## config.mk

```make
export PLATFORM = sky130hd
export DESIGN_NAME = muldiv_unit
export DESIGN_NICKNAME = d
export VERILOG_FILES = /design/src/rtl/muldiv_pkg.sv /design/src/rtl/muldiv_unit_div_iter.sv /design/src/rtl/muldiv_unit.sv
export SDC_FILE = /design/constraint.sdc
export NUM_CORES = 2
export LEC_CHECK = 0
export ABC_AREA = 1
export CAP_MARGIN = 5
export CELL_PAD_IN_SITES_DETAIL_PLACEMENT = 0
export CELL_PAD_IN_SITES_GLOBAL_PLACEMENT = 1
export CORE_ASPECT_RATIO = 1.25
export CORE_MARGIN = 3
export CORE_UTILIZATION = 54
export CTS_BUF_LIST = sky130_fd_sc_hd__clkbuf_2
export DETAILED_ROUTE_END_ITERATION = 10
export PLACE_DENSITY = 0.93
export SLEW_MARGIN = 0
export SYNTH_ARGS = -nofsm -noshare
export SYNTH_HDL_FRONTEND = slang
export SYNTH_SLANG_ARGS = --single-unit
```

## constraint.sdc

```tcl
create_clock -name clk -period 12.4 [get_ports clk]
set_clock_uncertainty 0.05 [all_clocks]
set_input_delay 3.1 -clock clk [delete_from_list [all_inputs] [get_ports clk]]
set_output_delay 3.1 -clock clk [all_outputs]
set_load 0.01 [all_outputs]
```

## src/rtl/muldiv_pkg.sv

```systemverilog
// Shared types for the multiply/divide unit: operation encodings and FSM states.
package muldiv_pkg;

    typedef enum logic [2:0] {
        OP_MUL    = 3'd0,
        OP_MULH   = 3'd1,
        OP_MULHSU = 3'd2,
        OP_MULHU  = 3'd3,
        OP_DIV    = 3'd4,
        OP_DIVU   = 3'd5,
        OP_REM    = 3'd6,
        OP_REMU   = 3'd7
    } muldiv_op_t;

    typedef enum logic [1:0] {
        S_IDLE = 2'd0,
        S_MUL  = 2'd1,
        S_DIV  = 2'd2,
        S_DONE = 2'd3
    } state_t;

endpackage

```

## src/rtl/muldiv_unit_div_iter.sv

```systemverilog
// Unsigned restoring radix-2 divider, one quotient bit per cycle.
// quot_o/rem_o carry the values produced by the current iteration, so on the
// cycle done_o is high they are the final quotient and remainder.
module div_iter #(
    parameter int XLEN = 32
) (
    input  logic            clk,
    input  logic            reset_n,
    input  logic            start_i,
    input  logic            kill_i,
    input  logic [XLEN-1:0] dividend_i,
    input  logic [XLEN-1:0] divisor_i,
    output logic [XLEN-1:0] quot_o,
    output logic [XLEN-1:0] rem_o,
    output logic            done_o
);
    localparam int CW = $clog2(XLEN);

    logic            busy_q;
    logic [CW-1:0]   cnt_q;
    logic [XLEN-1:0] dvd_q;
    logic [XLEN-1:0] dvs_q;
    logic [XLEN-1:0] rem_q;

    logic [XLEN:0]   rem_sh;
    logic            ge;
    logic [XLEN-1:0] rem_nxt;
    logic [XLEN-1:0] quot_nxt;

    // One restoring step: shift in the next dividend bit, subtract if it fits.
    always_comb begin
        rem_sh   = {rem_q, dvd_q[XLEN-1]};
        ge       = (rem_sh >= {1'b0, dvs_q});
        rem_nxt  = ge ? (rem_sh[XLEN-1:0] - dvs_q) : rem_sh[XLEN-1:0];
        quot_nxt = {dvd_q[XLEN-2:0], ge};
    end

    assign quot_o = quot_nxt;
    assign rem_o  = rem_nxt;
    assign done_o = busy_q && (cnt_q == '0);

    // Iteration state; the dividend register fills with quotient bits from the right.
    always_ff @(posedge clk or negedge reset_n) begin
        if (!reset_n) begin
            busy_q <= 1'b0;
            cnt_q  <= '0;
            dvd_q  <= '0;
            dvs_q  <= '0;
            rem_q  <= '0;
        end else if (kill_i) begin
            busy_q <= 1'b0;
        end else if (start_i) begin
            busy_q <= 1'b1;
            cnt_q  <= CW'(XLEN - 1);
            dvd_q  <= dividend_i;
            dvs_q  <= divisor_i;
            rem_q  <= '0;
        end else if (busy_q) begin
            dvd_q <= quot_nxt;
            rem_q <= rem_nxt;
            if (cnt_q == '0) busy_q <= 1'b0;
            else             cnt_q  <= cnt_q - 1'b1;
        end
    end

endmodule

```

## src/rtl/muldiv_unit.sv

```systemverilog
// Multiply/divide unit with a valid/ready request side and a held result side.
//
//   state  | meaning
//   -------+-----------------------------------------------------------
//   IDLE   | waiting for a request; in_ready high (except right after reset)
//   MUL    | multiply latency padding, counts down MUL_STAGES-2 .. 0
//   DIV    | iterative divider running, XLEN cycles
//   DONE   | result held with out_valid until out_ready
module muldiv_unit
    import muldiv_pkg::*;
#(
    parameter int XLEN       = 32,
    parameter int MUL_STAGES = 2
) (
    input  logic            clk,
    input  logic            reset_n,
    input  logic            in_valid,
    output logic            in_ready,
    input  logic [2:0]      op,
    input  logic [XLEN-1:0] rs1,
    input  logic [XLEN-1:0] rs2,
    input  logic            flush,
    output logic            out_valid,
    input  logic            out_ready,
    output logic [XLEN-1:0] result,
    output logic            busy
);
    localparam logic [XLEN-1:0] MOST_NEG = {1'b1, {(XLEN-1){1'b0}}};

    state_t          state_q;
    muldiv_op_t      op_q;
    logic [XLEN-1:0] a_q, b_q;
    logic [1:0]      cnt_q;
    logic            qneg_q, rneg_q;
    logic [XLEN-1:0] result_q;
    logic            out_valid_q;
    logic            in_ready_q;

    muldiv_op_t      op_in;
    logic            accept;
    logic            signed_div_in, rs1_neg, rs2_neg;
    logic            div_zero, div_ovf, div_start;
    logic [XLEN-1:0] mag_a, mag_b, special_res;
    logic [XLEN-1:0] div_quot, div_rem, quot_fix, rem_fix, div_res;
    logic            div_done;

    // Full 2*XLEN product; each operand is sign- or zero-extended by the op.
    function automatic logic [XLEN-1:0] mul_res(input muldiv_op_t o,
                                                input logic [XLEN-1:0] a,
                                                input logic [XLEN-1:0] b);
        logic               sa, sb;
        logic [2*XLEN+1:0]  ax, bx, p;
        sa = ((o == OP_MULH) || (o == OP_MULHSU)) && a[XLEN-1];
        sb = (o == OP_MULH) && b[XLEN-1];
        ax = {{(XLEN+2){sa}}, a};
        bx = {{(XLEN+2){sb}}, b};
        p  = ax * bx;
        return (o == OP_MUL) ? p[XLEN-1:0] : p[2*XLEN-1:XLEN];
    endfunction

    // Request decode: operand magnitudes and the early-out divide cases.
    always_comb begin
        op_in         = muldiv_op_t'(op);
        accept        = (state_q == S_IDLE) && in_ready_q && in_valid && !flush;
        signed_div_in = op[2] && !op[0];
        rs1_neg       = signed_div_in && rs1[XLEN-1];
        rs2_neg       = signed_div_in && rs2[XLEN-1];
        mag_a         = rs1_neg ? -rs1 : rs1;
        mag_b         = rs2_neg ? -rs2 : rs2;
        div_zero      = (rs2 == '0);
        div_ovf       = signed_div_in && (rs1 == MOST_NEG) && (rs2 == '1);
        if (div_zero) special_res = op[1] ? rs1 : '1;
        else          special_res = op[1] ? '0  : rs1;
        div_start     = accept && op[2] && !div_zero && !div_ovf;
    end

    div_iter #(.XLEN(XLEN)) u_div (
        .clk        (clk),
        .reset_n    (reset_n),
        .start_i    (div_start),
        .kill_i     (flush),
        .dividend_i (mag_a),
        .divisor_i  (mag_b),
        .quot_o     (div_quot),
        .rem_o      (div_rem),
        .done_o     (div_done)
    );

    // Sign fix-up of the unsigned divider output (truncating division).
    always_comb begin
        quot_fix = qneg_q ? -div_quot : div_quot;
        rem_fix  = rneg_q ? -div_rem  : div_rem;
        div_res  = op_q[1] ? rem_fix : quot_fix;
    end

    // Control FSM with registered handshake outputs and result.
    always_ff @(posedge clk or negedge reset_n) begin
        if (!reset_n) begin
            state_q     <= S_IDLE;
            op_q        <= OP_MUL;
            a_q         <= '0;
            b_q         <= '0;
            cnt_q       <= '0;
            qneg_q      <= 1'b0;
            rneg_q      <= 1'b0;
            result_q    <= '0;
            out_valid_q <= 1'b0;
            in_ready_q  <= 1'b0;
        end else if (flush) begin
            state_q     <= S_IDLE;
            out_valid_q <= 1'b0;
            in_ready_q  <= 1'b1;
        end else begin
            case (state_q)
                S_IDLE: begin
                    in_ready_q <= 1'b1;
                    if (accept) begin
                        in_ready_q <= 1'b0;
                        op_q       <= op_in;
                        a_q        <= rs1;
                        b_q        <= rs2;
                        qneg_q     <= rs1_neg ^ rs2_neg;
                        rneg_q     <= rs1_neg;
                        if (!op[2]) begin
                            if (MUL_STAGES == 1) begin
                                result_q    <= mul_res(op_in, rs1, rs2);
                                out_valid_q <= 1'b1;
                                state_q     <= S_DONE;
                            end else begin
                                cnt_q   <= 2'(MUL_STAGES - 2);
                                state_q <= S_MUL;
                            end
                        end else if (div_zero || div_ovf) begin
                            result_q    <= special_res;
                            out_valid_q <= 1'b1;
                            state_q     <= S_DONE;
                        end else begin
                            state_q <= S_DIV;
                        end
                    end
                end
                S_MUL: begin
                    if (cnt_q == '0) begin
                        result_q    <= mul_res(op_q, a_q, b_q);
                        out_valid_q <= 1'b1;
                        state_q     <= S_DONE;
                    end else begin
                        cnt_q <= cnt_q - 1'b1;
                    end
                end
                S_DIV: begin
                    if (div_done) begin
                        result_q    <= div_res;
                        out_valid_q <= 1'b1;
                        state_q     <= S_DONE;
                    end
                end
                S_DONE: begin
                    if (out_ready) begin
                        out_valid_q <= 1'b0;
                        in_ready_q  <= 1'b1;
                        state_q     <= S_IDLE;
                    end
                end
                default: state_q <= S_IDLE;
            endcase
        end
    end

    assign in_ready  = in_ready_q;
    assign out_valid = out_valid_q;
    assign result    = result_q;
    assign busy      = (state_q != S_IDLE);

endmodule
```

==> impl_metrics.ini <==
[cts]
cts_buffers = 49
htree_levels = 2
root_buffer = clkbuf_2
numClockSinks = 209
cts_tree = done
cts.path.max_buffers = 3
insertion_delay_ns = 1.02
cts.clk_slew.worst_paths_ns = 0.10
ctsHoldBuffers = 0
cts_setup_buffers = 0
post_cts_resized = 0

[sta]
finalSetupViolations = 0
post-route-min-period_ns = 10.23
hold_viol = 0
tns_ns = 0
fmax_mhz = 97.7
slew_headroom = 0.211
fin_crit_sh = 0.825
report.final.slew_viol_count = 0
worstMarginPinSlew_ns = 1.18
rsz0062_at_grt = no

[setup_path]
path_class = register to register
crit_arrival_ns = 11.00
r2r_setup_slack_ns = 2.17
crit_path_top_delay_cell = fa_1
critPathMaxFanout = 39
crit_top_cell = fa_1
slowest_delay_ns = 0.78
cp.required_ns = 13.16
end_kind = register
startpoint_type = register

[yosys]
synth_top_area_frac = 0.408
synth.most_common_cell = inv_1
async_flop_share = 1.00
synth_area_leaders = fa_1, inv_1, nand2_1, dfrtp_1, ha_1
synthCells = 7314
avgSynthCellArea_sq_um = 7.56
ys_top_cells_by_count = inv_1, nand2_1, fa_1, o21ai_0, clkbuf_1
yosys_warnings = 0
synth_top_cell_by_area = fa_1
yosysSeqAreaShare = 0.0946
ys_ff_latch = 209
synth_edf_count = 0
netlist-cell-type-count = 57
synth_ff_type = dfrtp_1
syn_nets = 8768
syn_area_sq_mm = 0.0553

[place]
dp_hpwl_microns = 145000
port-buffer-count = 106
gp_congestion = 1.00

[drt]
wl_per_cell_microns = 20.8
first_pass_iters = 6
postRouteAntennaNets = 0
dr.first_iter.drc_count = 3130
via_per_inst = 5.50
wirelength_microns = 178000
drc = 0
vias = 47000

[final_layout]
drive_gt1_frac = 0.0394
final_nets = 8646
syn2layout_area_growth_pct = 4.29

[global_routing]
grt_start_max_net_pins = 91
antenna_found_initial = 5
grtUsageTotal = 0.344
grt_pass1_wl_microns = 281000
grt_pass1_vias = 50400
grt-ovfl-total = 0

[die]
die_y_microns = 364
start_util = 0.547
ioPinCount = 107
core_sq_mm = 0.101
fp.dieArea_sq_mm = 0.106
rows = 130
die_w_microns = 292

[status]
status = complete, no violations

[flow_run]
cap_violations = 0

[hold_path]
worst_hold_path_type = register to register
[layout make-up]
cell class              count  area (sq um)
fillers                  9663         43400
multi-input cells        4817         41400
inverters                1924          7220
flip-flops and latches    209          5240
repair buffers            191          1700
well taps                1320          1650
clock buffers              65           325
clock inverters            21          86.3
diodes                      4          10.0
[metal layers]
layer / share of wire / GRT usage
met1: 0.37 / 0.399
met2: 0.51 / 0.622
met3: 0.056 / 0.0341
met4: 0.066 / 0.195
met5: 0 / 0
[cells by family (layout without fill, tap and decap cells)]
group,Yosys count,in the layout,share of synthesized area
simple gates,2588,2588,0.191
buf+inv,2288,2201,0.157
fa+ha+maj,1385,1385,0.466
compound gates,733,733,0.0735
flops,209,209,0.0946
xor+xnor,111,111,0.0176
other cells,0,4,0
[stage by stage]
step	hold slack [ns]	instance area (sq um)	util	worst slack, ns	instances
finish	0.444	57700	0.571	2.17	8551
global route	0.474	57600	0.571	1.62	8548
CTS	0.450	57600	0.571	2.13	8547
detailed placement	0.415	57200	0.567	2.18	8461
global placement	0.406	57200	0.567	2.36	8461
floorplan	0.403	55300	-	4.27	7314
[path summary, 6_finish.rpt]
kind / startpoint / to / cells after the start
setup / recovery: op_q[1] / result[27] / 32
hold / removal: a_q[23] / a_q[23] / 2
setup reg to reg: op_q[1] / result[27] / 32
hold reg to reg: a_q[23] / a_q[23] / 2
max in group asynchronous: reset_n / b_q[12] / 3
min in group asynchronous: reset_n / u_div.dvd_q[16] / 1
[worst max-delay path, delay by kind of cell, from the launching register on]
family,cells,cell delay [ns]
adder cells (fa/ha/maj),9,4.90
AND/OR/NAND/NOR,7,1.45
AO/OA/AOI/OAI,7,1.53
buffers and inverters,9,1.82
flip-flops,1,0.35
[registers in the layout, indices dropped and copies added, names as in the netlist]
| signal | flops |
|---|---|
| out_valid | 1 |
| b_q | 32 |
| op_q | 3 |
| result | 32 |
| u_div.rem_q | 32 |
| a_q | 32 |
| qneg_q | 1 |
| state_q | 2 |
| u_div.dvs_q | 32 |
| rneg_q | 1 |
| in_ready | 1 |
| u_div.busy_q | 1 |
| u_div.dvd_q | 32 |
| cnt_q | 2 |
| u_div.cnt_q | 5 |
[layout by cell type (no fill, tap or decap), types with 85 or more instances in the layout]
cell,count
clkdlybuf4s50_1,105
inv_1,1911
nand3_1,197
fa_1,1126
dfrtp_1,203
a21oi_1,214
o21ai_0,333
buf_4,85
nor2_1,268
nand2_1,1909
ha_1,256
Power is not shown: default switching activity piles up to over one toggle a cycle in this logic, so the estimate is an artifact.
